### src/rtl/obb_projector.sv
// OBB interval projector: one shared signed multiplier over 8 steps.
// Optional overlap test against a reference interval: OBB_PROJ_OVERLAP_EN.
module obb_projector #(
  parameter int W    = 16,
  parameter int FRAC = 8
) (
  input  logic         clk,
  input  logic         rst_n,
  input  logic         in_valid,
  output logic         in_ready,
  input  logic [W-1:0] cx,
  input  logic [W-1:0] cy,
  input  logic [W-1:0] u0x,
  input  logic [W-1:0] u0y,
  input  logic [W-1:0] u1x,
  input  logic [W-1:0] u1y,
  input  logic [W-1:0] h0,
  input  logic [W-1:0] h1,
  input  logic [W-1:0] ax,
  input  logic [W-1:0] ay,
`ifdef OBB_PROJ_OVERLAP_EN
  input  logic [W-1:0] ref_min,
  input  logic [W-1:0] ref_max,
  output logic         out_overlap,
`endif
  output logic         out_valid,
  input  logic         out_ready,
  output logic [W-1:0] out_min,
  output logic [W-1:0] out_max
);

  typedef enum logic [1:0] {IDLE, MUL, FIN, DONE} state_t;

  localparam logic signed [W-1:0] MAXW = {1'b0, {(W-1){1'b1}}};
  localparam logic signed [W-1:0] MINW = {1'b1, {(W-1){1'b0}}};
  localparam logic signed [2*W:0] ACC_HI = {{(W+2){1'b0}}, {(W-1){1'b1}}};
  localparam logic signed [2*W:0] ACC_LO = {{(W+2){1'b1}}, {(W-1){1'b0}}};
  localparam logic signed [W+1:0] FIN_HI = {3'b000, {(W-1){1'b1}}};
  localparam logic signed [W+1:0] FIN_LO = {3'b111, {(W-1){1'b0}}};

  state_t state, state_n;
  logic [2:0] step;

  logic signed [W-1:0] cx_q, cy_q, u0x_q, u0y_q, u1x_q, u1y_q;
  logic signed [W-1:0] h0_q, h1_q, ax_q, ay_q;
  logic signed [W-1:0] pc, d0, d1, r0, r1;
  logic signed [2*W:0] acc;

  logic signed [W-1:0]   ma, mb;
  logic signed [2*W-1:0] prod;
  logic signed [2*W:0]   addend, sum, sh;
  logic signed [W-1:0]   dsat;
  logic [W:0]            rsum;
  logic signed [W+1:0]   lo, hi;
  logic signed [W-1:0]   lo_s, hi_s;

`ifdef OBB_PROJ_OVERLAP_EN
  logic signed [W-1:0] ref_min_q, ref_max_q;
`endif

  function automatic logic signed [W-1:0] sabs(input logic signed [W-1:0] v);
    if (v == MINW) return MAXW;
    return v[W-1] ? -v : v;
  endfunction

  function automatic logic signed [W-1:0] sat_acc(input logic signed [2*W:0] v);
    if (v > ACC_HI) return MAXW;
    if (v < ACC_LO) return MINW;
    return v[W-1:0];
  endfunction

  function automatic logic signed [W-1:0] sat_fin(input logic signed [W+1:0] v);
    if (v > FIN_HI) return MAXW;
    if (v < FIN_LO) return MINW;
    return v[W-1:0];
  endfunction

  assign in_ready  = (state == IDLE);
  assign out_valid = (state == DONE);

  always_comb begin
    ma = '0;
    mb = '0;
    case (step)
      3'd0:    begin ma = cx_q;     mb = ax_q; end
      3'd1:    begin ma = cy_q;     mb = ay_q; end
      3'd2:    begin ma = u0x_q;    mb = ax_q; end
      3'd3:    begin ma = u0y_q;    mb = ay_q; end
      3'd4:    begin ma = sabs(d0); mb = h0_q; end
      3'd5:    begin ma = u1x_q;    mb = ax_q; end
      3'd6:    begin ma = u1y_q;    mb = ay_q; end
      default: begin ma = sabs(d1); mb = h1_q; end
    endcase
  end

  // Second half of each dot product adds the held first product.
  assign prod   = ma * mb;
  assign addend = (step == 3'd1 || step == 3'd3 || step == 3'd6) ? acc : '0;
  assign sum    = addend + $signed({prod[2*W-1], prod});
  assign sh     = sum >>> FRAC;
  assign dsat   = sat_acc(sh);

  assign rsum = {1'b0, r0} + {1'b0, r1};
  assign lo   = $signed({{2{pc[W-1]}}, pc}) - $signed({1'b0, rsum});
  assign hi   = $signed({{2{pc[W-1]}}, pc}) + $signed({1'b0, rsum});
  assign lo_s = sat_fin(lo);
  assign hi_s = sat_fin(hi);

  always_ff @(posedge clk or negedge rst_n) begin
    if (!rst_n) state <= IDLE;
    else        state <= state_n;
  end

  always_comb begin
    state_n = state;
    case (state)
      IDLE:    if (in_valid) state_n = MUL;
      MUL:     if (step == 3'd7) state_n = FIN;
      FIN:     state_n = DONE;
      default: if (out_ready) state_n = IDLE;
    endcase
  end

  always_ff @(posedge clk or negedge rst_n) begin
    if (!rst_n) begin
      step <= '0;
      cx_q <= '0; cy_q <= '0; u0x_q <= '0; u0y_q <= '0;
      u1x_q <= '0; u1y_q <= '0; h0_q <= '0; h1_q <= '0;
      ax_q <= '0; ay_q <= '0;
      pc <= '0; d0 <= '0; d1 <= '0; r0 <= '0; r1 <= '0;
      acc <= '0;
      out_min <= '0;
      out_max <= '0;
`ifdef OBB_PROJ_OVERLAP_EN
      ref_min_q <= '0;
      ref_max_q <= '0;
      out_overlap <= 1'b0;
`endif
    end else begin
      case (state)
        IDLE: if (in_valid) begin
          step  <= '0;
          acc   <= '0;
          cx_q  <= cx;  cy_q  <= cy;
          u0x_q <= u0x; u0y_q <= u0y;
          u1x_q <= u1x; u1y_q <= u1y;
          ax_q  <= ax;  ay_q  <= ay;
          h0_q  <= h0[W-1] ? '0 : h0;
          h1_q  <= h1[W-1] ? '0 : h1;
`ifdef OBB_PROJ_OVERLAP_EN
          ref_min_q <= ref_min;
          ref_max_q <= ref_max;
`endif
        end
        MUL: begin
          step <= step + 3'd1;
          case (step)
            3'd1:    pc <= dsat;
            3'd3:    d0 <= dsat;
            3'd4:    r0 <= dsat;
            3'd6:    d1 <= dsat;
            3'd7:    r1 <= dsat;
            default: acc <= sum;
          endcase
        end
        FIN: begin
          out_min <= lo_s;
          out_max <= hi_s;
`ifdef OBB_PROJ_OVERLAP_EN
          out_overlap <= (lo_s <= ref_max_q) && (ref_min_q <= hi_s);
`endif
        end
        default: ;
      endcase
    end
  end

endmodule

### config.mk
export PLATFORM = sky130hd
export DESIGN_NAME = obb_projector
export DESIGN_NICKNAME = d
export VERILOG_FILES = /design/src/rtl/obb_projector.sv
export SDC_FILE = /design/constraint.sdc
export NUM_CORES = 1
export LEC_CHECK = 0
export CAP_MARGIN = 20
export CORE_ASPECT_RATIO = 1.4
export CORE_MARGIN = 1
export CORE_UTILIZATION = 60
export CTS_CLUSTER_SIZE = 24
export DETAILED_ROUTE_END_ITERATION = 12
export PLACE_DENSITY = 0.81
export SLEW_MARGIN = 20
export SYNTH_ARGS = -nofsm -noshare
export SYNTH_HDL_FRONTEND = slang
export SYNTH_SLANG_ARGS = --single-unit
export TNS_END_PERCENT = 20
### constraint.sdc
create_clock -name clk -period 17.58 [get_ports clk]
set_input_delay 4.395 -clock clk [delete_from_list [all_inputs] [get_ports clk]]
set_output_delay 4.395 -clock clk [all_outputs]
set_load 0.005 [all_outputs]
==> summary.txt <==
Run status
  • Outcome: finished, final reports clean

Yosys
  • Post-synth EDFFs: 0
  • Synth Register Bits: 308
  • Sequential share of the synthesized area: 28.02%
  • Yosys warns: 0
  • Syn_nets: 3463
  • Syn_area_per_cell: 9.704 um2
  • Gate Count Post-Synth: 2835
  • Mapped Area: 27510 um2
  • Post-synthesis async set-or-reset flop share: 100.0%
  • Top FF cell, synth: dfrtp_1
  • Yosys cell types: 78

Timing
  • Final setup viols: 0
  • Unrepaired setup endpoints after global routing: no
  • Fmax: 91.50 MHz
  • Fin Clk Skew: 0.01291 ns
  • Period utilisation layout: 62.17%
  • Final TNS setup: 0 ns
  • Final Max Tran Viols: 0
  • Final hold violation count: 0
  • Fin crit period: 10.93 ns
  • Worst slew pin tran: 1.178 ns
  • Slew HR: 21.46%

Drt
  • # DRC: 0
  • WL met3: 4.329 mm
  • DRT iter0 DRCs: 1413
  • Mean number of vias per cell: 5.927
  • M1 wire length: 26.20 mm
  • Via Count: 21.38k
  • Post-route ant nets: 0
  • DRT Pass-1 Iters: 5
  • Wire length per cell: 20.86 um
  • DRT Wirelength: 75.23 mm
  • Highest metal used: met4
  • DR WL met2: 38.94 mm

Worst setup path
  • Critical Setup Path Class: reg -> reg
  • Worst stage delay on the critical path: 0.91 ns
  • Setup crit end kind: flip-flop
  • Slowest stage cell, crit path: o41ai_4
  • Crit path required time: 18.08 ns
  • Reg2Reg Setup Slack: 6.65 ns
  • Reg2Reg Launch Point: step[0]
  • Delay-heaviest family, CP: adder cells
  • Critical path's most frequent cell: fa_1
  • Maximum fanout along the worst path: 21
  • RR Endpoint: r1[8]
  • Critical path launch point type: flip-flop
  • Buffers and inverters on the worst path: 5
  • Arrival time worst endpoint: 11.42 ns
  • Worst reg2reg path depth: 30

Global routing
  • Largest net degree at the start of global routing: 178
  • Initial antenna violation count: 2
  • First-pass GRT wire length: 120.3 mm
  • Number of global-route vias before repair: 23.01k
  • Global route overflow: 0
  • Overall Global Routing Usage: 33.30%

Clock tree
  • CTS buffer count: 31
  • Hold-fix buffers at CTS: 0
  • Post-CTS setup repair buffer count: 0
  • Clock Latency Late Sink: 0.61 ns
  • Clock sink count: 308
  • CTS Root Cell: clkbuf_16
  • Deepest clock path buffer count: 3
  • PostCTS Resize Cnt: 0
  • CTS tree: built
  • Clock-pin slew on the worst setup and hold paths: 0.07 ns
  • CTS H-Tree Depth: 1

Floorplan
  • Die area: 46730 um2
  • CORE AREA: 45120 um2
  • Boundary pin count: 198
  • Rows: 92
  • DIE WIDTH: 183.0 um
  • Initial Util: 60.97%
  • Die extent in y: 255.4 um

Placement
  • Port buffer count: 197
  • Hpwl dp: 58.78 mm
  • Final Wtd Congestion: 0.9669

Job
  • Max-cap violations: 0

Worst hold path
  • Hold Crit Class: reg -> reg
  • Hold path start: out_max[1]
  • Min-Delay Path Depth: 1
  • Worst Hold End: out_max[1]

Final layout
  • Area growth, synth to finish: 13.21%
  • Reg with most FFs: acc
  • Final nets: 3597
  • Fillers: 3529
  • Layout cell share with drive strength beyond 1: 8.884%
  • Max reg flops: 33
==> how the worst max path moves through the flow <==
stage | start | endpoint | slack (ns) | cells past startpoint
detailed placement | step[0] | d1[8] | 6.81 | 30
floorplan | step[2] | d0[6] | 8.05 | 32
global placement | step[0] | d1[8] | 6.95 | 30
global route | d0[0] | d1[7] | 6.12 | 32
CTS | step[0] | r1[8] | 6.76 | 30
finish | step[0] | r1[8] | 6.65 | 30
==> metrics by stage <==
step                      setup WS [ns]  area [um2]  hold WS (ns)  instances  util [%]
after floorplan                   8.048       27510        0.4418       2835         -
after global placement            6.950       30020        0.4583       3545     66.53
after detailed placement          6.812       30020        0.4687       3545     66.53
after CTS                         6.762       31110        0.4827       3603     68.94
after global routing              6.120       31140        0.4948       3607     69.02
final                             6.651       31140        0.4772       3607     69.02
==> worst reg2reg max path, delay by kind of cell (launching register included) <==
family / cells / cell delay [ns]
AO/OA/AOI/OAI: 9 / 2.83
XOR/XNOR: 1 / 0.23
flip-flops: 1 / 0.43
buffers and inverters: 5 / 0.71
AND/OR/NAND/NOR: 6 / 1.90
adder cells (fa/ha/maj): 9 / 4.74
==> logic make-up (layout without fill, tap and decap cells) <==
family | after synthesis | in the layout | share of synthesized area [%]
AOI/OAI and AO/OA | 525 | 525 | 13.49
xor gates and xnor gates | 101 | 101 | 3.215
adders and majority gates | 464 | 464 | 29.34
buffers and inverters | 559 | 718 | 7.736
DFF | 308 | 308 | 28.02
muxes | 146 | 146 | 5.940
other | 0 | 2 | 0
and+or+nand+nor | 732 | 732 | 12.26
==> cell usage in the layout, fill, tap and decap left out, types with 30 or more instances in the layout <==
cell / netlist / routed
a21oi_1: 96 / 96
and2_1: 40 / 40
buf_4: 1 / 30
clkbuf_16: 0 / 31
clkdlybuf4s50_1: 0 / 196
dfrtp_1: 308 / 308
fa_1: 302 / 302
ha_1: 162 / 162
inv_1: 430 / 430
mux2_2: 138 / 138
nand2_1: 278 / 277
nand2b_1: 61 / 61
nor2_1: 232 / 232
o211ai_1: 68 / 68
o21ai_0: 99 / 99
xnor2_1: 63 / 63
xor2_1: 38 / 38
==> metal layers <==
metal  track usage [%]  up-vias
li1                  -     9587
met1             36.64    10700
met2             59.82      788
met3             4.390      304
met4             21.37        0
met5            0.3158        -
==> area by class of cell <==
class	count	area, um2	share of cell area (%)
well taps	611	764.5	2.455
flip-flops and latches	308	7707	24.75
multi-input cells	1968	17720	56.90
inverters	430	1614	5.182
diodes	2	5.005	0.01607
clock buffers	42	877.1	2.816
repair buffers	230	2245	7.207
clock inverters	16	211.5	0.6789
==> synthesized netlist by cell type (15+ instances only) <==
library cell	n	area share, %
o21a_1	26	0.71
a21o_1	26	0.71
inv_1	430	5.9
or2_2	20	0.45
a22o_1	26	0.83
a21oi_1	96	1.7
nor2_1	232	3.2
a221o_1	17	0.62
clkbuf_1	110	1.5
mux2_2	138	5.6
fa_1	302	22
nor3_1	15	0.27
ha_1	162	7.4
nand2b_1	61	1.4
xnor2_1	63	2.0
dfrtp_1	308	28
and2_1	40	0.91
o21ai_1	16	0.29
xor2_1	38	1.2
o21ai_0	99	1.8
a222oi_1	24	0.87
o211ai_1	68	1.9
nand2_1	278	3.8
nor2b_1	19	0.43
Power is not shown: default switching activity piles up to over one toggle a cycle in this logic, so the estimate is an artifact.
